## src/rtl/dmem_dump_ctrl_pkg.sv

```systemverilog
// Shared types and constants for the data-memory debug dump path.
// Holds the dump FSM state encoding, memory read_write codes and byte width.
// Also provides the helper that picks one byte of a word, MSB first.
package mips_dbg_pkg;

  typedef enum logic [2:0] {
    IDLE  = 3'd0,
    DRAIN = 3'd1,
    ADDR  = 3'd2,
    WAIT  = 3'd3,
    SEND  = 3'd4,
    NEXT  = 3'd5,
    DONE  = 3'd6
  } dump_state_e;

  localparam logic [1:0] RW_READ  = 2'b10;
  localparam logic [1:0] RW_WRITE = 2'b01;
  localparam logic [1:0] RW_NONE  = 2'b00;

  localparam int DBG_BYTE_W = 8;
  localparam int WORD_W     = 32;

  // Byte 0 is the most significant byte of the word.
  function automatic logic [DBG_BYTE_W-1:0] byte_of(input logic [WORD_W-1:0] w,
                                                     input logic [1:0] bc);
    logic [DBG_BYTE_W-1:0] b;
    case (bc)
      2'd0:    b = w[31:24];
      2'd1:    b = w[23:16];
      2'd2:    b = w[15:8];
      default: b = w[7:0];
    endcase
    return b;
  endfunction

endpackage

```

## src/rtl/dmem_dump_ctrl_if.sv

```systemverilog
// Bundle of pipeline, data-memory and debug byte-stream signals of the dump controller.
// master = the dump controller, slave = pipeline/memory/transmitter side.
// The byte stream is valid/ready; everything else is level signalling.
interface dmem_dump_ctrl_if;
  import mips_dbg_pkg::*;

  logic                  dump_start;
  logic                  dump_busy;
  logic                  dump_done;
  logic                  pipe_stall;
  logic                  pipe_idle;
  logic [1:0]            pipe_rw;
  logic [31:0]           pipe_addr;
  logic                  mem_debug_on;
  logic [1:0]            mem_rw;
  logic [31:0]           mem_dbg_addr;
  logic [WORD_W-1:0]     mem_rdata;
  logic [DBG_BYTE_W-1:0] tx_data;
  logic                  tx_valid;
  logic                  tx_ready;

  modport master (
    input  dump_start, pipe_idle, pipe_rw, pipe_addr, mem_rdata, tx_ready,
    output dump_busy, dump_done, pipe_stall, mem_debug_on, mem_rw, mem_dbg_addr,
           tx_data, tx_valid
  );

  modport slave (
    output dump_start, pipe_idle, pipe_rw, pipe_addr, mem_rdata, tx_ready,
    input  dump_busy, dump_done, pipe_stall, mem_debug_on, mem_rw, mem_dbg_addr,
           tx_data, tx_valid
  );
endinterface

```

## src/rtl/dmem_dump_ctrl_word_serializer.sv

```systemverilog
// Serialises one 32-bit word into four bytes, MSB first, on a valid/ready stream.
// Latency: first byte valid the cycle after load_i; one byte per accepted handshake.
// Backpressure: data_o/valid_o hold while ready_i is low; last_o marks acceptance of byte 3.
module word_serializer
  import mips_dbg_pkg::*;
(
  input  logic                  clk,
  input  logic                  rst,
  input  logic                  load_i,
  input  logic [WORD_W-1:0]     word_i,
  input  logic                  ready_i,
  output logic [DBG_BYTE_W-1:0] data_o,
  output logic                  valid_o,
  output logic                  busy_o,
  output logic                  last_o
);

  logic [WORD_W-1:0]     word_q;
  logic [1:0]            bc_q;
  logic                  valid_q;
  logic [DBG_BYTE_W-1:0] data_q;
  logic                  accept;

  assign accept = valid_q && ready_i;

  // Load a word, then step through its bytes on each accepted handshake.
  always_ff @(posedge clk) begin
    if (rst) begin
      word_q  <= '0;
      bc_q    <= 2'd0;
      valid_q <= 1'b0;
      data_q  <= '0;
    end else if (load_i) begin
      word_q  <= word_i;
      bc_q    <= 2'd0;
      valid_q <= 1'b1;
      data_q  <= byte_of(word_i, 2'd0);
    end else if (accept) begin
      if (bc_q == 2'd3) begin
        // Keep the last byte on data_o; only valid drops.
        bc_q    <= 2'd0;
        valid_q <= 1'b0;
      end else begin
        bc_q   <= bc_q + 2'd1;
        data_q <= byte_of(word_q, bc_q + 2'd1);
      end
    end
  end

  assign data_o  = data_q;
  assign valid_o = valid_q;
  assign busy_o  = valid_q;
  assign last_o  = accept && (bc_q == 2'd3);

endmodule

```

## src/rtl/dmem_dump_ctrl.sv

```systemverilog
// Data-memory arbiter: passes pipeline accesses through, or stalls the pipeline and dumps words 0..DEPTH-1.
// Latency: 1 + MEM_LAT + 4 + 1 cycles per word with the transmitter always ready.
// Backpressure: waits indefinitely on tx_ready; the pipeline stays stalled for the whole dump.
module dmem_dump_ctrl
  import mips_dbg_pkg::*;
#(
  parameter int DEPTH   = 32,
  parameter int AW      = 5,
  parameter int MEM_LAT = 1
) (
  input logic             clk,
  input logic             rst,
  dmem_dump_ctrl_if.master bus
);

  localparam logic [1:0]    LAT_LOAD = 2'(MEM_LAT - 1);
  localparam logic [AW-1:0] LAST_IDX = AW'(DEPTH - 1);

  dump_state_e   state_q;
  logic [AW-1:0] index_q;
  logic [AW-1:0] addr_q;
  logic [1:0]    lat_q;
  logic          busy_q;
  logic          done_q;
  logic          stall_q;
  logic          dbg_on_q;

  logic                  ser_load;
  logic                  ser_busy;
  logic                  ser_last;
  logic [DBG_BYTE_W-1:0] ser_data;
  logic                  ser_valid;

  // Capture the read word once the memory latency has elapsed; never overwrite a word still going out.
  assign ser_load = (state_q == WAIT) && (lat_q == 2'd0) && !ser_busy;

  // Dump sequencer. The address register is updated on entry to ADDR so the
  // memory sees a stable address for the whole ADDR+WAIT window.
  always_ff @(posedge clk) begin
    if (rst) begin
      state_q  <= IDLE;
      index_q  <= '0;
      addr_q   <= '0;
      lat_q    <= 2'd0;
      busy_q   <= 1'b0;
      done_q   <= 1'b0;
      stall_q  <= 1'b0;
      dbg_on_q <= 1'b0;
    end else begin
      done_q <= 1'b0;
      case (state_q)
        IDLE: begin
          if (bus.dump_start) begin
            state_q <= DRAIN;
            stall_q <= 1'b1;
            busy_q  <= 1'b1;
          end
        end
        DRAIN: begin
          // Memory ownership only after the stalled pipeline reports no access in flight.
          if (bus.pipe_idle) begin
            state_q  <= ADDR;
            dbg_on_q <= 1'b1;
            addr_q   <= index_q;
          end
        end
        ADDR: begin
          addr_q  <= index_q;
          lat_q   <= LAT_LOAD;
          state_q <= WAIT;
        end
        WAIT: begin
          if (lat_q == 2'd0) state_q <= SEND;
          else               lat_q   <= lat_q - 2'd1;
        end
        SEND: begin
          if (ser_last) state_q <= NEXT;
        end
        NEXT: begin
          if (index_q == LAST_IDX) begin
            index_q <= '0;
            addr_q  <= '0;
            done_q  <= 1'b1;
            state_q <= DONE;
          end else begin
            index_q <= index_q + 1'b1;
            addr_q  <= index_q + 1'b1;
            state_q <= ADDR;
          end
        end
        DONE: begin
          state_q  <= IDLE;
          dbg_on_q <= 1'b0;
          stall_q  <= 1'b0;
          busy_q   <= 1'b0;
        end
        default: state_q <= IDLE;
      endcase
    end
  end

  word_serializer u_ser (
    .clk     (clk),
    .rst     (rst),
    .load_i  (ser_load),
    .word_i  (bus.mem_rdata),
    .ready_i (bus.tx_ready),
    .data_o  (ser_data),
    .valid_o (ser_valid),
    .busy_o  (ser_busy),
    .last_o  (ser_last)
  );

  assign bus.dump_busy    = busy_q;
  assign bus.dump_done    = done_q;
  assign bus.pipe_stall   = stall_q;
  assign bus.mem_debug_on = dbg_on_q;
  assign bus.mem_rw       = dbg_on_q ? RW_READ : bus.pipe_rw;
  assign bus.mem_dbg_addr = {{(32-AW){1'b0}}, addr_q};
  assign bus.tx_data      = ser_data;
  assign bus.tx_valid     = ser_valid;

endmodule

```

## src/flat_wrapper.sv

```systemverilog
// flat-port wrapper written by rule: the top's interface ports become plain ports
module dmem_dump_ctrl_flat import mips_dbg_pkg::*;
#(
  parameter int DEPTH   = 32,
  parameter int AW      = 5,
  parameter int MEM_LAT = 1
)
  (clk, rst, bus_dump_start, bus_pipe_idle, bus_pipe_rw, bus_pipe_addr, bus_mem_rdata, bus_tx_ready, bus_dump_busy, bus_dump_done, bus_pipe_stall, bus_mem_debug_on, bus_mem_rw, bus_mem_dbg_addr, bus_tx_data, bus_tx_valid);
  dmem_dump_ctrl_if bus_i ();
  input logic clk;
  input logic rst;
  input wire logic [$bits(bus_i.dump_start)-1:0] bus_dump_start;
  input wire logic [$bits(bus_i.pipe_idle)-1:0] bus_pipe_idle;
  input wire logic [$bits(bus_i.pipe_rw)-1:0] bus_pipe_rw;
  input wire logic [$bits(bus_i.pipe_addr)-1:0] bus_pipe_addr;
  input wire logic [$bits(bus_i.mem_rdata)-1:0] bus_mem_rdata;
  input wire logic [$bits(bus_i.tx_ready)-1:0] bus_tx_ready;
  output wire logic [$bits(bus_i.dump_busy)-1:0] bus_dump_busy;
  output wire logic [$bits(bus_i.dump_done)-1:0] bus_dump_done;
  output wire logic [$bits(bus_i.pipe_stall)-1:0] bus_pipe_stall;
  output wire logic [$bits(bus_i.mem_debug_on)-1:0] bus_mem_debug_on;
  output wire logic [$bits(bus_i.mem_rw)-1:0] bus_mem_rw;
  output wire logic [$bits(bus_i.mem_dbg_addr)-1:0] bus_mem_dbg_addr;
  output wire logic [$bits(bus_i.tx_data)-1:0] bus_tx_data;
  output wire logic [$bits(bus_i.tx_valid)-1:0] bus_tx_valid;
  assign bus_i.dump_start = bus_dump_start;
  assign bus_i.pipe_idle = bus_pipe_idle;
  assign bus_i.pipe_rw = bus_pipe_rw;
  assign bus_i.pipe_addr = bus_pipe_addr;
  assign bus_i.mem_rdata = bus_mem_rdata;
  assign bus_i.tx_ready = bus_tx_ready;
  assign bus_dump_busy = bus_i.dump_busy;
  assign bus_dump_done = bus_i.dump_done;
  assign bus_pipe_stall = bus_i.pipe_stall;
  assign bus_mem_debug_on = bus_i.mem_debug_on;
  assign bus_mem_rw = bus_i.mem_rw;
  assign bus_mem_dbg_addr = bus_i.mem_dbg_addr;
  assign bus_tx_data = bus_i.tx_data;
  assign bus_tx_valid = bus_i.tx_valid;
  dmem_dump_ctrl #(.DEPTH(DEPTH), .AW(AW), .MEM_LAT(MEM_LAT)) u_core (.clk(clk), .rst(rst), .bus(bus_i));
endmodule
```

## config.mk

```make
export PLATFORM = sky130hd
export DESIGN_NAME = dmem_dump_ctrl_flat
export DESIGN_NICKNAME = d
export VERILOG_FILES = /design/src/rtl/dmem_dump_ctrl_pkg.sv /design/src/rtl/dmem_dump_ctrl_if.sv /design/src/rtl/dmem_dump_ctrl_word_serializer.sv /design/src/rtl/dmem_dump_ctrl.sv /design/src/flat_wrapper.sv
export SDC_FILE = /design/constraint.sdc
export NUM_CORES = 1
export LEC_CHECK = 0
export CORE_MARGIN = 5
export CORE_UTILIZATION = 37
export DETAILED_ROUTE_END_ITERATION = 10
export DONT_BUFFER_PORTS = 1
export PLACE_DENSITY_LB_ADDON = 0.12
export SLEW_MARGIN = 20
export SYNTH_ARGS = -nofsm -noshare
export SYNTH_HDL_FRONTEND = slang
export SYNTH_SLANG_ARGS = --single-unit
```

## constraint.sdc

```tcl
create_clock -name clk -period 4.6 [get_ports clk]
set_input_delay 0.92 -clock clk [delete_from_list [all_inputs] [get_ports clk]]
set_output_delay 0.92 -clock clk [all_outputs]
set_load 0.005 [all_outputs]
```

=== Yosys cells after proc, flatten, opt, wreduce, memory -nomap -nowiden ===
Cells that the tools add are included.

* Word-level logic and storage cells: 79
* Input bits: 71
* Output and inout port bits: 47
* Flip-flop bits (word level): 61

* Mux-type cells: 25
* Eq/ne operators: 16
* $add $sub $neg: 3
* Reduce and logical (&&, ||, !) cells: 23
* Bitwise operators: 1

{| class="wikitable"
|+ Operator list
! kind !! number
|-
| 8-bit 2-to-1 mux || 3
|-
| 8-bit one-hot mux with 3 select lines || 1
|-
| 3-bit one-hot mux with 6 select lines || 1
|-
| 3-bit 2-to-1 mux || 5
|-
| 5-bit one-hot mux with 3 select lines || 1
|-
| 2-bit AND reduction || 6
|-
| 5-bit 2-to-1 mux || 2
|-
| 2-bit nonzero test || 5
|-
| 3-bit equality test, second input constant || 3
|-
| 2-bit != test, second input constant || 4
|-
| 3-bit by 2-bit equality test with 1-bit output, second input constant || 2
|-
| 1-bit 2-to-1 mux || 6
|-
| 2-bit 2-to-1 mux || 3
|-
| 5-bit by 1-bit adder with 5-bit output, second input constant || 1
|-
| 5-bit equality test, second input constant || 1
|-
| 2-bit equality test, second input constant || 2
|-
| 1-bit logical AND || 4
|-
| 2-bit logical NOT || 2
|-
| 2-bit by 1-bit != test with 1-bit output, second input constant || 2
|-
| 1-bit one-hot mux with 2 select lines || 2
|-
| 2-bit one-hot mux with 2 select lines || 1
|-
| 4-bit AND reduction || 1
|-
| 2-bit OR reduction || 2
|-
| 3-bit by 1-bit equality test with 1-bit output, second input constant || 1
|-
| 7 further kinds || 7
|}

=== Logic depth before layout (Yosys ltp) ===
Gate-level depths: netlist of run 1.

* Depth after elaboration: 6
* Depth in mapped cells: 7
* Depth with buffers taken out: 6

=== Modules after synthesis ===
Synthesis of run 1 repeated with hierarchy kept, for this count alone.

* Cell total of the unflattened synthesis: 325
* Area total of the unflattened synthesis: 3,000.4 um^2

{| class="wikitable"
|+ By module, submodules not included
! module !! sequential area each (um^2) !! cells an instance !! area an instance (um^2) !! times used
|-
| word_serializer || 860.8 || 201 || 1,950.6 || 1
|-
| dmem_dump_ctrl || 360.3 || 124 || 1,049.8 || 1
|}

=== Least setup slack after synthesis of run 1 ===
Ideal clock, no wire load.

* Path kind: input -> output
* From: in bus_pipe_rw[1]
* To: out bus_mem_rw[1]
* Slack: 2,493 ps
* Path buffers: 0
* Cell stages on the path: 1
* Required time: 3,680 ps
* Arrival: 1,187 ps
* Path through: or2_2

* Longest elaborated chain between the ends: 1

{| class="wikitable"
|+ Ends and longest elaborated chain
! what !! RTL line !! source
|-
| start: declaration || flat_wrapper.sv:14 || <nowiki>input wire logic [$bits(bus_i.pipe_rw)-1:0] bus_pipe_rw;</nowiki>
|-
| 2-bit 2-to-1 mux || dmem_dump_ctrl.sv:118 || <nowiki>assign bus.mem_rw = dbg_on_q ? RW_READ : bus.pipe_rw;</nowiki>
|-
| end: declaration || flat_wrapper.sv:22 || <nowiki>output wire logic [$bits(bus_i.mem_rw)-1:0] bus_mem_rw;</nowiki>
|}

No other way between the ends.

=== Worst setup path after layout of run 1 ===
Same ends and word-level chain as after synthesis.

==> out/results.ini, run 1 <==
[synthesis]
ys_ff_latch = 61
synth_top_flop_cell = dfxtp_1
yosysUniqueCellTypes = 44
yosys_warnings = 0
seq_area_frac_synth = 0.394
synth_enable_flop_cells = 0
syn_area_per_cell_sq_um = 8.24
synthCells = 376
syn_area_sq_um = 3100
async_flop_share = 0

[critical_path]
crit_arrival_ns = 1.19
path_cells = or2_2
end_kind = primary output
worst_ep_required_time_ns = 3.68
slowest_stage = or2_2
crit_path_start_kind = input port
cp_top_family = simple AND/OR/NAND/NOR gates
crit_buf_inv = 0
cp_max_fo = 1
slowest_delay_ns = 0.27
path_class = in -> out

[floorplan]
dieArea_sq_um = 10300
rows = 33
core-area_sq_um = 8180
fp.dieW_microns = 102
ioPinCount = 118
die_h_microns = 102
start_util = 0.379

[timing]
period_minus_slack_ns = 2.11
fmax_mhz = 473
finalSetupViolCount = 0
tightest_slew_ns = 0.963
fin_skew_ns = 0.0150
hold_violations = 0
slew_headroom = 0.354
setup-tns-final_ns = 0
drv_slew = 0
rsz0062_at_grt = false
period_share = 0.460

[clock_tree]
cts_setup_buffers = 0
clkTransAtPathRegs_ns = 0.06
cts_hold_buf = 0
post_cts_resized = 0
clock_latency_ns = 0.35
root_buffer = clkbuf_8
cts_buffer_depth = 2
cts_sinks = 61
cts_tree = done
h-tree-depth = 3
cts_made_buffers = 9

[global_route]
grt_usage = 0.152
grt_pass1_vias = 2368
grt_overflow = 0
antenna_found_initial = 0
grt_max_degree = 62
grt_pass1_wl_mm = 12.2

[detailed_routing]
num_vias = 2509
drtIter0Drc = 120
firstDrtPassIters = 5
final_antenna_net_count = 0
wl_per_cell_microns = 16.8
drc = 0
vias_per_cell = 5.41
finalWirelength_mm = 7.81

[final_layout]
fin_nets = 433
syn_to_final_growth_pct = 3.92
finish.utilization = 0.394
drive_gt1_frac = 0.0752
n_antenna_cell = 0
fill_cells = 871

[job]
cap_violations = 0

[power_and_ir_drop]
pwr_density_cell_nw_per_um2 = 366
leakagePower_nw = 1.10
vdd_drop_max_mv = 0.145

[min_path]
hold_path.class = reg -> reg

[placed_design]
port-buffer-count = 0
hpwl_mm = 4.99
place.gp.congestion = 0.716

[status]
outcome = completed

sequential cells by signal (all words and copies together), names as in the netlist, 2 cells and up:
signal               flops
u_core.u_ser.word_q     32
u_core.u_ser.data_o      8
u_core.addr_q            5
u_core.index_q           5
u_core.state_q           3
u_core.lat_q             2
u_core.u_ser.bc_q        2
routing by layer:
layer  wire length [microns]  track usage  vias to the layer above  part of all wire
met5                       0            0                        -                 0
met4                     103       0.0593                        0             0.013
met3                     526       0.0517                        7             0.067
met2                    3330        0.210                       68              0.43
met1                    3850        0.217                     1189              0.49
li1                        -            -                     1245                 -
cell usage in the layout, fill, tap and decap left out, types with 9 or more instances in the layout:
| master | n |
|---|---|
| a211oi_1 | 10 |
| a21oi_1 | 47 |
| a311oi_1 | 9 |
| clkbuf_8 | 11 |
| conb_1 | 27 |
| dfxtp_1 | 61 |
| inv_1 | 14 |
| nand2_1 | 19 |
| nand3_1 | 33 |
| nor3_1 | 9 |
| o21ai_0 | 39 |
final cells by class:
| type | instances | area (sq um) | share of cell area |
|---|---|---|---|
| Clock inverter | 4 | 70.1 | 0.0218 |
| Multi-Input combinational cell | 263 | 1560 | 0.484 |
| Tap cell | 105 | 131 | 0.0408 |
| Inverter | 16 | 60.1 | 0.0186 |
| Sequential cell | 61 | 1220 | 0.379 |
| Clock buffer | 12 | 155 | 0.0482 |
| Timing Repair Buffer | 3 | 22.5 | 0.00699 |
cell families after synthesis:
| kind of cell | count (synthesis) | synth area share |
|---|---|---|
| DFF | 61 | 0.394 |
| AOI/OAI and AO/OA | 127 | 0.253 |
| other | 1 | 0.00121 |
| and+or+nand+nor | 97 | 0.173 |
| muxes | 4 | 0.0129 |
| adders and majority gates | 8 | 0.0323 |
| buffers and inverters | 78 | 0.134 |
power breakdown:
part / total (W) / switching, W / internal [W]
Sequential: 0.000563 / 0.0000180 / 0.000545
Clock: 0.000547 / 0.000213 / 0.000333
Combinational: 0.0000681 / 0.0000417 / 0.0000264
worst paths after layout:
path                                    startpoint                                  end  slack, ns  depth (start not counted)
setup / recovery                    bus_pipe_rw[1]                        bus_mem_rw[1]       2.49                          1
hold reg to reg       u_core.lat_q[1]$_SDFFE_PP0P_         u_core.lat_q[1]$_SDFFE_PP0P_       0.47                          2
hold / removal        u_core.lat_q[1]$_SDFFE_PP0P_         u_core.lat_q[1]$_SDFFE_PP0P_       0.47                          2
setup reg to reg  u_core.u_ser.busy_o$_SDFFE_PP0P_  u_core.u_ser.data_o[5]$_SDFFE_PP0P_       2.66                          3
through the flow:
stage | instance area, sq um | power [W] | hold slack [ns] | cells | worst slack, ns
finish | 3220 | 0.00118 | 0.471 | 464 | 2.49
global route | 3220 | 0.00123 | 0.490 | 464 | 2.48
CTS | 3220 | 0.00119 | 0.470 | 464 | 2.49
detailed placement | 3000 | 0.000643 | 0.461 | 448 | 2.49
global placement | 3000 | 0.000642 | 0.455 | 448 | 2.49
floorplan | 3200 | 0.000655 | 0.450 | 402 | 2.49
cell usage after synthesis (2+ instances only):
cell	n	area share
a211oi_1	10	0.024
a21oi_1	47	0.076
a221o_1	8	0.026
a22oi_1	8	0.019
a311oi_1	9	0.025
and2_1	2	0.0040
and3_1	2	0.0040
buf_2	8	0.013
buf_4	30	0.073
clkbuf_1	23	0.028
dfxtp_1	61	0.39
ha_1	8	0.032
inv_1	14	0.017
mux2i_1	4	0.013
nand2_1	19	0.023
nand2b_1	5	0.010
nand3_1	33	0.053
nand4b_1	2	0.0057
nor2_1	8	0.0097
nor2b_1	3	0.0061
nor3_1	9	0.015
nor3b_1	3	0.0073
o21ai_0	39	0.063
worst register-to-register path, cell delays in order (launching register included):
cell      delay, ns
dfxtp_1        0.33
clkinv_1       0.75
nand2_2        0.58
a311oi_1       0.15
Note: power is estimated with default switching activity, not from simulation.
==> run 2: changes to the inputs <==
==> constraint.sdc (replaced) <==
create_clock -name clk -period 1.9 [get_ports clk]
set_input_delay 0.38 -clock clk [delete_from_list [all_inputs] [get_ports clk]]
set_output_delay 0.38 -clock clk [all_outputs]
set_load 0.005 [all_outputs]
==> out/results.ini, run 2 (same netlist as run 1, synthesis figures left out) <==
[critical_path]
reg2reg_depth = 5  ; was 3
path_class = reg -> reg  ; was in -> out
end_kind = flip-flop  ; was primary output
crit_buf_inv = 0  ; unchanged
cp_max_fo = 6  ; was 1
r2r-end = u_core.addr_q[2]$_SDFFE_PP0P_  ; was u_core.u_ser.data_o[5]$_SDFFE_PP0P_
slowest_delay_ns = 0.53  ; was 0.27 ns
path_cells = ha_1, and3_1, ha_2, or4b_4, a311oi_2  ; was or2_2
slowest_stage = or4b_4  ; was or2_2
crit_path_start_kind = flip-flop  ; was input port
crit_arrival_ns = 2.08  ; was 1.19 ns
worst_ep_required_time_ns = 2.16  ; was 3.68 ns
r2r-start = u_core.index_q[0]$_SDFFE_PP0N_  ; was u_core.u_ser.busy_o$_SDFFE_PP0P_
cp_top_family = simple AND/OR/NAND/NOR gates  ; unchanged
endpoint = u_core.addr_q[2]$_SDFFE_PP0P_  ; was bus_mem_rw[1]
crit_start = u_core.index_q[0]$_SDFFE_PP0N_  ; was bus_pipe_rw[1]
cp.depth = 5  ; was 1
r2r_setup_slack_ns = 0.08  ; was 2.66 ns

[power_and_ir_drop]
p_comb_frac = 0.064  ; was 0.058
power_w = 0.00286  ; was 0.00118 W
seqPwrFrac = 0.475  ; was 0.478
power_frac_clock = 0.461  ; was 0.464
switching_share = 0.230  ; was 0.232
power.internal_w = 0.00220  ; was 0.000904 W
leakagePower_nw = 1.15  ; was 1.10 nW
vdd_drop_max_mv = 0.385  ; was 0.145 mV
pwr_density_cell_nw_per_um2 = 862  ; was 366 nW/um^2
power_switching_w = 0.000657  ; was 0.000273 W

[global_route]
grt_pass1_wl_mm = 12.2  ; about the same
grt_usage = 0.151  ; was 0.152
grt_max_degree = 62  ; unchanged
antenna_found_initial = 0  ; unchanged
grt_pass1_vias = 2392  ; was 2368
grt_overflow = 0  ; unchanged

[detailed_routing]
drtIter0Drc = 127  ; was 120
firstDrtPassIters = 4  ; was 5
final_antenna_net_count = 0  ; unchanged
vias_per_cell = 5.47  ; was 5.41
finalWirelength_mm = 7.72  ; was 7.81 mm
drc = 0  ; unchanged
num_vias = 2588  ; was 2509
wl_per_cell_microns = 16.3  ; was 16.8 microns

[clock_tree]
clkTransAtPathRegs_ns = 0.07  ; was 0.06 ns
cts_buffer_depth = 2  ; unchanged
cts_tree = done  ; unchanged
cts_sinks = 61  ; unchanged
cts_hold_buf = 0  ; unchanged
cts_made_buffers = 9  ; unchanged
root_buffer = clkbuf_8  ; unchanged
h-tree-depth = 3  ; unchanged
clock_latency_ns = 0.34  ; was 0.35 ns

[placed_design]
dp_cells = 457  ; was 448
hpwl_mm = 5.23  ; was 4.99 mm
place.gp.congestion = 0.755  ; was 0.716
port-buffer-count = 0  ; unchanged
post_dp_cell_area_sq_um = 3080  ; was 3000 sq um

[final_layout]
regMostFlops = u_core.u_ser.word_q  ; unchanged
largest_register_ffs = 32  ; unchanged
fin_nets = 442  ; was 433
stdcell_count = 473  ; was 464
final_cell_mix = dfxtp_1 (60), a21oi_1 (47), o21ai_0 (39)  ; was dfxtp_1 (61), a21oi_1 (47), o21ai_0 (39)
drive_gt1_frac = 0.109  ; was 0.0752
n_antenna_cell = 0  ; unchanged
stdcell_area_sq_um = 3310  ; was 3220 sq um
syn_to_final_growth_pct = 6.90  ; was 3.92%
final_common_cell = dfxtp_1  ; unchanged

[floorplan]
ioPinCount = 118  ; unchanged
fp.dieW_microns = 102  ; unchanged
core-area_sq_um = 8180  ; unchanged
dieArea_sq_um = 10300  ; unchanged
rows = 33  ; unchanged
start_util = 0.379  ; unchanged
die_h_microns = 102  ; unchanged

[timing]
setup-tns-final_ns = 0  ; unchanged
fin_skew_ns = 0.00886  ; was 0.0150 ns
rsz0062_at_grt = false  ; unchanged
hold_violations = 0  ; unchanged
fmax_mhz = 548
period_share = 0.960
period_minus_slack_ns = 1.82
drv_slew = 0  ; unchanged
finalSetupViolCount = 0  ; unchanged

[min_path]
hold_path.class = in -> reg  ; was reg -> reg

[status]
outcome = completed  ; unchanged

[job]
cap_violations = 0  ; unchanged

[run 2: power by group through the flow]
| stage | Sequential (W) | Combinational, W | Clock [W] |
|---|---|---|---|
| floorplan | 0.00137 | 0.000213 | 0 |
| global placement | 0.00139 | 0.000178 | 0 |
| detailed placement | 0.00139 | 0.000178 | 0 |
| CTS | 0.00136 | 0.000179 | 0.00134 |
| global route | 0.00136 | 0.000206 | 0.00142 |
| finish | 0.00136 | 0.000183 | 0.00132 |
[run 2: area by class of cell]
class	count	area, sq um
fillers	844	4860
multi-input cells	263	1570
flip-flops and latches	61	1220
clock buffers	12	155
well taps	105	131
repair buffers	12	103
clock inverters	4	70.1
inverters	16	60.1
[run 2: worst min path at each step]
stage                                 start                              endpoint  slack, ns  depth (start not counted)
3_3_place_gp                            rst  u_core.u_ser.word_q[13]$_SDFFE_PP0P_       0.45                          1
5_1_grt                                 rst  u_core.u_ser.word_q[21]$_SDFFE_PP0P_       0.08                          1
6_report                                rst  u_core.u_ser.word_q[13]$_SDFFE_PP0P_        0.1                          1
3_5_place_dp                            rst  u_core.u_ser.word_q[13]$_SDFFE_PP0P_       0.46                          1
2_1_floorplan  u_core.lat_q[1]$_SDFFE_PP0P_          u_core.lat_q[1]$_SDFFE_PP0P_       0.45                          2
4_1_cts                                 rst   u_core.u_ser.word_q[0]$_SDFFE_PP0P_       0.08                          1
[run 2: what timing repair did]
action | in CTS | in global routing
gates resized for setup | 0 | 4
setup endpoints to repair | 0 | 6
buffers inserted | 0 | 0
[run 2: metal layers]
layer | global-route usage | wire length (microns)
met1 | 0.206 | 3700
met2 | 0.216 | 3170
met3 | 0.0551 | 681
met4 | 0.0624 | 166
met5 | 0 | 0
[run 2: worst register-to-register path, stage by stage, from the launching register on]
cell      delay (ns)
dfxtp_2         0.34
ha_1            0.22
and3_1          0.20
ha_2            0.21
or4b_4          0.53
a311oi_2        0.26
[run 2: stage by stage]
stage	setup slack (ns)	hold slack (ns)	util
5_1_grt	0.00386	0.0776	0.405
3_5_place_dp	0.0138	0.457	0.376
6_report	0.0761	0.0991	0.405
2_1_floorplan	0.120	0.450	-
4_1_cts	0.00835	0.0849	0.404
3_3_place_gp	0.0187	0.455	0.376
==> run 3: changes to the inputs <==
--- a/config.mk
+++ b/config.mk
@@ -9,8 +9,9 @@
 export CORE_UTILIZATION = 37
 export DETAILED_ROUTE_END_ITERATION = 10
 export DONT_BUFFER_PORTS = 1
+export GPL_ROUTABILITY_DRIVEN = 0
+export HOLD_SLACK_MARGIN = 0.12
 export PLACE_DENSITY_LB_ADDON = 0.12
-export SLEW_MARGIN = 20
 export SYNTH_ARGS = -nofsm -noshare
 export SYNTH_HDL_FRONTEND = slang
 export SYNTH_SLANG_ARGS = --single-unit
==> out/results.ini, run 3 (same netlist as run 1, synthesis figures left out) <==
[floorplan]
rows = 33  ; unchanged
ioPinCount = 118  ; unchanged
fp.dieW_microns = 102  ; unchanged
core-area_sq_um = 8180  ; unchanged
dieArea_sq_um = 10300  ; unchanged
die_h_microns = 102  ; unchanged
start_util = 0.379  ; unchanged

[clock_tree]
cts_tree = done  ; unchanged
clkTransAtPathRegs_ns = 0.07  ; about the same
root_buffer = clkbuf_8  ; unchanged
cts_sinks = 61  ; unchanged
h-tree-depth = 3  ; unchanged
clock_latency_ns = 0.34  ; about the same
cts_setup_buffers = 0  ; unchanged
cts_made_buffers = 9  ; unchanged
cts_buffer_depth = 2  ; unchanged

[status]
outcome = completed  ; unchanged

[placed_design]
dp_cells = 457  ; unchanged
pre_cts_slack_ns = 0.0138  ; unchanged
port-buffer-count = 0  ; unchanged
hpwl_mm = 5.23  ; unchanged

[detailed_routing]
vias_per_cell = 5.46  ; was 5.47
drc = 0  ; unchanged
wl_per_cell_microns = 16.4  ; was 16.3 microns
final_antenna_net_count = 0  ; unchanged
firstDrtPassIters = 4  ; unchanged
drtIter0Drc = 118  ; was 127
num_vias = 2590  ; was 2588
finalWirelength_mm = 7.75  ; was 7.72 mm

[critical_path]
path_cells = ha_1, and3_1, ha_2, or4b_4, a311oi_2  ; unchanged
slowest_stage = or4b_4  ; unchanged
end_kind = flip-flop  ; unchanged
r2r_setup_slack_ns = 0.08  ; about the same
slowest_delay_ns = 0.53  ; about the same
worst_ep_required_time_ns = 2.16  ; about the same
crit_arrival_ns = 2.08  ; about the same
path_class = reg -> reg  ; unchanged
r2r-end = u_core.addr_q[2]$_SDFFE_PP0P_  ; unchanged
r2r-start = u_core.index_q[0]$_SDFFE_PP0N_  ; unchanged
crit_path_start_kind = flip-flop  ; unchanged
cp_max_fo = 6  ; unchanged
reg2reg_depth = 5  ; unchanged

[final_layout]
syn_to_final_growth_pct = 7.79  ; was 6.90%
final_common_cell = dfxtp_1  ; unchanged
largest_register_ffs = 32  ; unchanged
fin_nets = 443  ; was 442
drive_gt1_frac = 0.111  ; was 0.109
regMostFlops = u_core.u_ser.word_q  ; unchanged
stdcell_count = 474  ; was 473
final_cell_mix = dfxtp_1 (60), a21oi_1 (47), o21ai_0 (39)  ; unchanged
n_antenna_cell = 0  ; unchanged

[job]
cap_violations = 0  ; unchanged

[timing]
setup-tns-final_ns = 0  ; unchanged
period_minus_slack_ns = 1.82  ; about the same
finalSetupViolCount = 0  ; unchanged
worst_slack_ns = 0.0786  ; was 0.0761 ns
hold_violations = 0  ; unchanged
fin_skew_ns = 0.00902  ; was 0.00886 ns
drv_slew = 0  ; unchanged
fmax_mhz = 549  ; was 548 MHz
rsz0062_at_grt = false  ; unchanged
period_share = 0.959  ; was 0.960

[min_path]
min-delay-start = bus_mem_rdata[1]  ; was rst
hold_path.class = in -> reg  ; unchanged
hold_end = u_core.u_ser.word_q[1]$_SDFFE_PP0P_  ; was u_core.u_ser.word_q[13]$_SDFFE_PP0P_
whs_path_depth = 2  ; was 1

[global_route]
grt_overflow = 0  ; unchanged
grt_max_degree = 62  ; unchanged
grt_pass1_wl_mm = 12.2  ; about the same
antenna_found_initial = 0  ; unchanged
grt_pass1_vias = 2381  ; was 2392
grt_usage = 0.152  ; was 0.151

[power_and_ir_drop]
power_w = 0.00288  ; was 0.00286 W
leakagePower_nw = 1.17  ; was 1.15 nW
vdd_drop_max_mv = 0.388  ; was 0.385 mV
pwr_density_cell_nw_per_um2 = 862  ; about the same

[run 3: how the worst max path moves through the flow]
| stage | startpoint | to | slack (ns) | cells after the start |
|---|---|---|---|---|
| after global placement | u_core.index_q[0]$_SDFFE_PP0N_ | u_core.addr_q[2]$_SDFFE_PP0P_ | 0.02 | 5 |
| final | u_core.index_q[0]$_SDFFE_PP0N_ | u_core.addr_q[2]$_SDFFE_PP0P_ | 0.08 | 5 |
| after floorplan | u_core.index_q[0]$_SDFFE_PP0N_ | u_core.addr_q[2]$_SDFFE_PP0P_ | 0.12 | 5 |
| after CTS | u_core.index_q[0]$_SDFFE_PP0N_ | u_core.addr_q[2]$_SDFFE_PP0P_ | 0.008 | 5 |
| after detailed placement | u_core.index_q[0]$_SDFFE_PP0N_ | u_core.addr_q[2]$_SDFFE_PP0P_ | 0.01 | 5 |
| after global routing | u_core.index_q[0]$_SDFFE_PP0N_ | u_core.addr_q[3]$_SDFFE_PP0P_ | 0.004 | 6 |
[run 3: power by group]
group          internal, W  switching (W)
Combinational    0.0000792       0.000131
Sequential         0.00132      0.0000375
Clock             0.000806       0.000506
[run 3: final cells by class]
type | instances | area [sq um]
fillers | 842 | 4830
multi-input cells | 263 | 1570
flip-flops and latches | 61 | 1220
clock buffers | 12 | 155
well taps | 105 | 131
repair buffers | 13 | 130
clock inverters | 4 | 70.1
inverters | 16 | 60.1
[run 3: routing by layer]
layer | track usage | wire length, microns
met1 | 0.204 | 3670
met2 | 0.219 | 3270
met3 | 0.0565 | 651
met4 | 0.0624 | 167
met5 | 0 | 0
[run 3: repair_timing]
action	4_1_cts	5_1_grt
endpoints found under the hold margin	61	0
hold buffers	1	0
gates resized for setup	0	4
endpoints found under the setup margin	0	6
[run 3: worst max-delay path, delay by kind of cell, from the launching register on]
kind	cells	cell delay, ns
AO/OA/AOI/OAI	1	0.26
adder cells (fa/ha/maj)	2	0.43
flip-flops	1	0.34
AND/OR/NAND/NOR	2	0.73
[run 3: per-stage QoR]
| stage | utilization | hold WS (ns) | area, sq um |
|---|---|---|---|
| finish | 0.409 | 0.178 | 3340 |
| global route | 0.409 | 0.160 | 3340 |
| CTS | 0.407 | 0.167 | 3330 |
| detailed placement | 0.376 | 0.457 | 3080 |
| global placement | 0.376 | 0.455 | 3080 |
| floorplan | - | 0.450 | 3200 |
==> variant 1, RTL diff (settings of run 1) <==
`AW` is set to 5 in 2 places; all go to 7.
--- a/src/rtl/dmem_dump_ctrl.sv
+++ b/src/rtl/dmem_dump_ctrl.sv
@@ -7,3 +7,3 @@
   parameter int DEPTH   = 32,
-  parameter int AW      = 5,
+  parameter int AW      = 7,
   parameter int MEM_LAT = 1
--- a/src/flat_wrapper.sv
+++ b/src/flat_wrapper.sv
@@ -4,3 +4,3 @@
   parameter int DEPTH   = 32,
-  parameter int AW      = 5,
+  parameter int AW      = 7,
   parameter int MEM_LAT = 1
Behaviour: no difference found for any inputs over 10 cycles, from zero or initial values and one cycle with rst high; that may be too few to reach the edited logic, so the function may still have changed.
==> variant 1 against run 1 <==
- via count shrank 7.7%
- setup slack improved by 4.8 ps
- non-clock buffer count shrank 2
- sequential cell count up 4
- routed wire length is 8.9% lower
- clock power shrank 11%
- area after synthesis decreased by 2.2%
- sequential power grew 6.9%
- total power down 2.4%
- final area decreased by 2.9%
- critical endpoint unchanged
- largest cell class unchanged
- highest routed layer unchanged
==> variant 1: results (changes against run 1) <==
sequential area share after synthesis = 42.9% (+3.5 points)
Global Route Usage Sum = 14.4% (-0.82 points)
vias in the first global route = 2,115 (-11%)
placed cell count = 449 (+0.22%)
Vias = 2,315 (-7.7%)
DP Worst Slack = 2490 ps (+2.55 ps)
internal power = 0.880 mW (-2.7%)
Worst R2R Start = u_core.state_q[0]$_SDFFE_PP0P_
Period Utilization, post-route = 45.9% (-0.10 points)
RePlAce Congestion = 0.727 (+1.6%)
dominant cells by area after synthesis = dfxtp_1 43%, nand2_1 10%, a21oi_1 7.3%
outcome = finished, final reports clean
Met1 Wirelength = 3.29 mm (-15%)
met2 WL post-DR = 3.12 mm (-6.3%)
HPWL Detailed = 4.70 mm (-6.0%)
FF-to-FF End = u_core.u_ser.data_o[3]$_SDFFE_PP0P_
Longest Clk Path Bufs = 2 (unchanged)
Synth Area in Compound Gates = 17.4% (-7.9 points)
post-synthesis xor/xnor area fraction = 0.867% (+0.87 points)
Post-Syn Area per Cell = 8.21 um2 (-0.37%)
top post-synthesis cells by count = 81 x nand2_1, 65 x dfxtp_1, 44 x a21oi_1, 27 x buf_4, 26 x nor2_1
global-route wire length before repair = 11.2 mm (-8.4%)
R2R Setup Slk = 2730 ps (+70 ps)
Clock Skews = 7.24 ps (-7.77 ps)
Reg2Reg Depth = 4 (+1)
Worst VDD drop = 0.000139 V (-4.3%)
Adder-Cell Fraction of Synth Area = 2.89% (-0.34 points)
sequential power = 0.602 mW (+6.9%)
wire per inst = 15.3 um (-8.9%)
[variant 1: changes by cell type after synthesis, moves of 7 or more]
cell	change
a222oi_1	+8
inv_1	-7
nor2_1	+18
clkbuf_1	-12
o21ai_0	-32
a22oi_1	-8
nand2_1	+62
a221o_1	-8
nand3_1	-31
a311oi_1	-8
[variant 1: how the worst min path moves through the flow]
stage	from	to	cells after the start
final	u_core.u_ser.word_q[28]$_SDFFE_PP0P_	u_core.u_ser.word_q[28]$_SDFFE_PP0P_	2
after global routing	u_core.u_ser.word_q[15]$_SDFFE_PP0P_	u_core.u_ser.word_q[15]$_SDFFE_PP0P_	2
after CTS	u_core.u_ser.word_q[28]$_SDFFE_PP0P_	u_core.u_ser.word_q[28]$_SDFFE_PP0P_	2
after detailed placement	u_core.u_ser.word_q[28]$_SDFFE_PP0P_	u_core.u_ser.word_q[28]$_SDFFE_PP0P_	2
after global placement	u_core.u_ser.word_q[29]$_SDFFE_PP0P_	u_core.u_ser.word_q[29]$_SDFFE_PP0P_	2
after floorplan	u_core.u_ser.word_q[24]$_SDFFE_PP0P_	u_core.u_ser.word_q[24]$_SDFFE_PP0P_	2
[variant 1: area by class of cell]
| cell class | instances | area (um2) |
|---|---|---|
| timing repair buffer | 1 | 7.51 |
| clock inverter | 3 | 40.0 |
| fill | 838 | 4970 |
| multi-input combinational | 271 | 1470 |
| clock buffer | 12 | 155 |
| inverter | 7 | 26.3 |
| sequential | 65 | 1300 |
| tap | 105 | 131 |
[variant 1: routing by layer]
layer | vias to the layer above | GRT usage, %
met5 | - | 0
met1 | 1056 | 19.5
li1 | 1183 | -
met3 | 8 | 6.51
met2 | 68 | 20.4
met4 | 0 | 4.66
==> variant 2, RTL diff (config.mk and constraints of run 1) <==
Without the edit above. Reset style: asynchronous (`rst`), changed in 2 clocked blocks.
--- a/src/rtl/dmem_dump_ctrl_word_serializer.sv
+++ b/src/rtl/dmem_dump_ctrl_word_serializer.sv
@@ -26,3 +26,3 @@
   // Load a word, then step through its bytes on each accepted handshake.
-  always_ff @(posedge clk) begin
+  always_ff @(posedge clk or posedge rst) begin
     if (rst) begin
--- a/src/rtl/dmem_dump_ctrl.sv
+++ b/src/rtl/dmem_dump_ctrl.sv
@@ -38,3 +38,3 @@
   // memory sees a stable address for the whole ADDR+WAIT window.
-  always_ff @(posedge clk) begin
+  always_ff @(posedge clk or posedge rst) begin
     if (rst) begin
Formal check against the unedited RTL: differs if rst is asserted again (counterexample within 4 cycles, from zero or initial values and one cycle with rst high); with rst held inactive, the same outputs for 10 cycles.
==> variant 2 against run 1 <==
- fmax is 23% lower
- cell count is 19% lower
- area after synthesis shrank 0.81%
- sequential cell count did not move
- clock skew decreased by 8.2 ps
- routed wire length is 16% lower
- setup slack worse by 630 ps
- core utilization rose by 0.32 points
- via count down 23%
- final area increased by 0.82%
- critical endpoint is now u_core.u_ser.word_q[13]$_DFFE_PP0P_
- largest cell class is now registers
- highest routed layer unchanged
Power is not compared: it rests on default switching activity, and its combinational part moved more than twofold at a synthesized area within 25%.
==> variant 2: results (changes against run 1) <==
outcome = finished, final reports clean
metal3 WL = 521 um (-0.95%)
sequential cells = 61 (unchanged)
Buffers excl. clock = 1 (-2)
DP Worst Slack = 1820 ps (-661 ps)
area of the multi-input gates = 0.00131 mm2 (-16%)
Max stage delay on crit path = 960 ps (+690 ps)
hold path cells = 1 (-1)
Worst R2R Start = u_core.lat_q[0]$_DFFE_PP0P_
drt total wl = 6.52 mm (-16%)
Synth Area in Compound Gates = 12.2% (-13 points)
fraction of area in multi-input gates = 40.2% (-8.3 points)
Startpoint Class = flip-flop
vias in the first global route = 1,916 (-19%)
Met1 Wirelength = 3.18 mm (-17%)
top post-synthesis cells by count = 61 x dfrtp_1, 37 x mux2_2, 31 x buf_4, 15 x nand2_1, 14 x inv_1
fill cell count = 822 (-5.6%)
Slowest-stage cell, CP = nor2_4
Min Clock Period, post-route = 2740 ps (+631 ps)
global-route wire length before repair = 10.5 mm (-14%)
sequential fraction of total cell area = 47.0% (+9.1 points)
Synth Instances = 273 (-27%)
DP Area = 0.00302 mm2 (+0.92%)
#MultiIn Comb = 181 (-31%)
Adder-Cell Fraction of Synth Area = 3.26% (+0.026 points)
post-synth cell types = 36 (-18%)
placed cell count = 362 (-19%)
R2R Setup Slk = 1860 ps (-800 ps)
filler-free cell count of the finished design = 378 (-19%)
Hold WS = 487 ps (+16.2 ps)
worst hold endpoint = u_core.lat_q[0]$_DFFE_PP0P_
[variant 2: cell count changes after synthesis, moves of 7 or more]
cell / change
a31oi_1: +12
a211oi_1: -7
o21ai_0: -32
dfrtp_1: +61
mux2_2: +37
nand3_1: -31
a311oi_1: -9
a21oi_1: -35
dfxtp_1: -61
clkbuf_1: -19
[variant 2: cells by family after synthesis]
group	after synthesis
flip-flops	61
AO/OA/AOI/OAI	55
adder cells (fa/ha/maj)	8
AND/OR/NAND/NOR	51
other	1
multiplexers	40
buffers and inverters	57
[variant 2: worst reg2reg max path: stages, from the launching register on]
cell,delay (ps)
dfrtp_1,400
inv_1,60
ha_1,250
nand4b_1,530
nor2_4,970
mux2_2,430
[variant 2: power groups by stage]
stage	combinational, mW	clock, mW	sequential [mW]
after floorplan	0.633	0	0.906
final	0.684	0.537	0.985
after CTS	0.693	0.556	0.990
after detailed placement	0.686	0	1.00
after global routing	0.774	0.590	1.03
after global placement	0.682	0	0.994
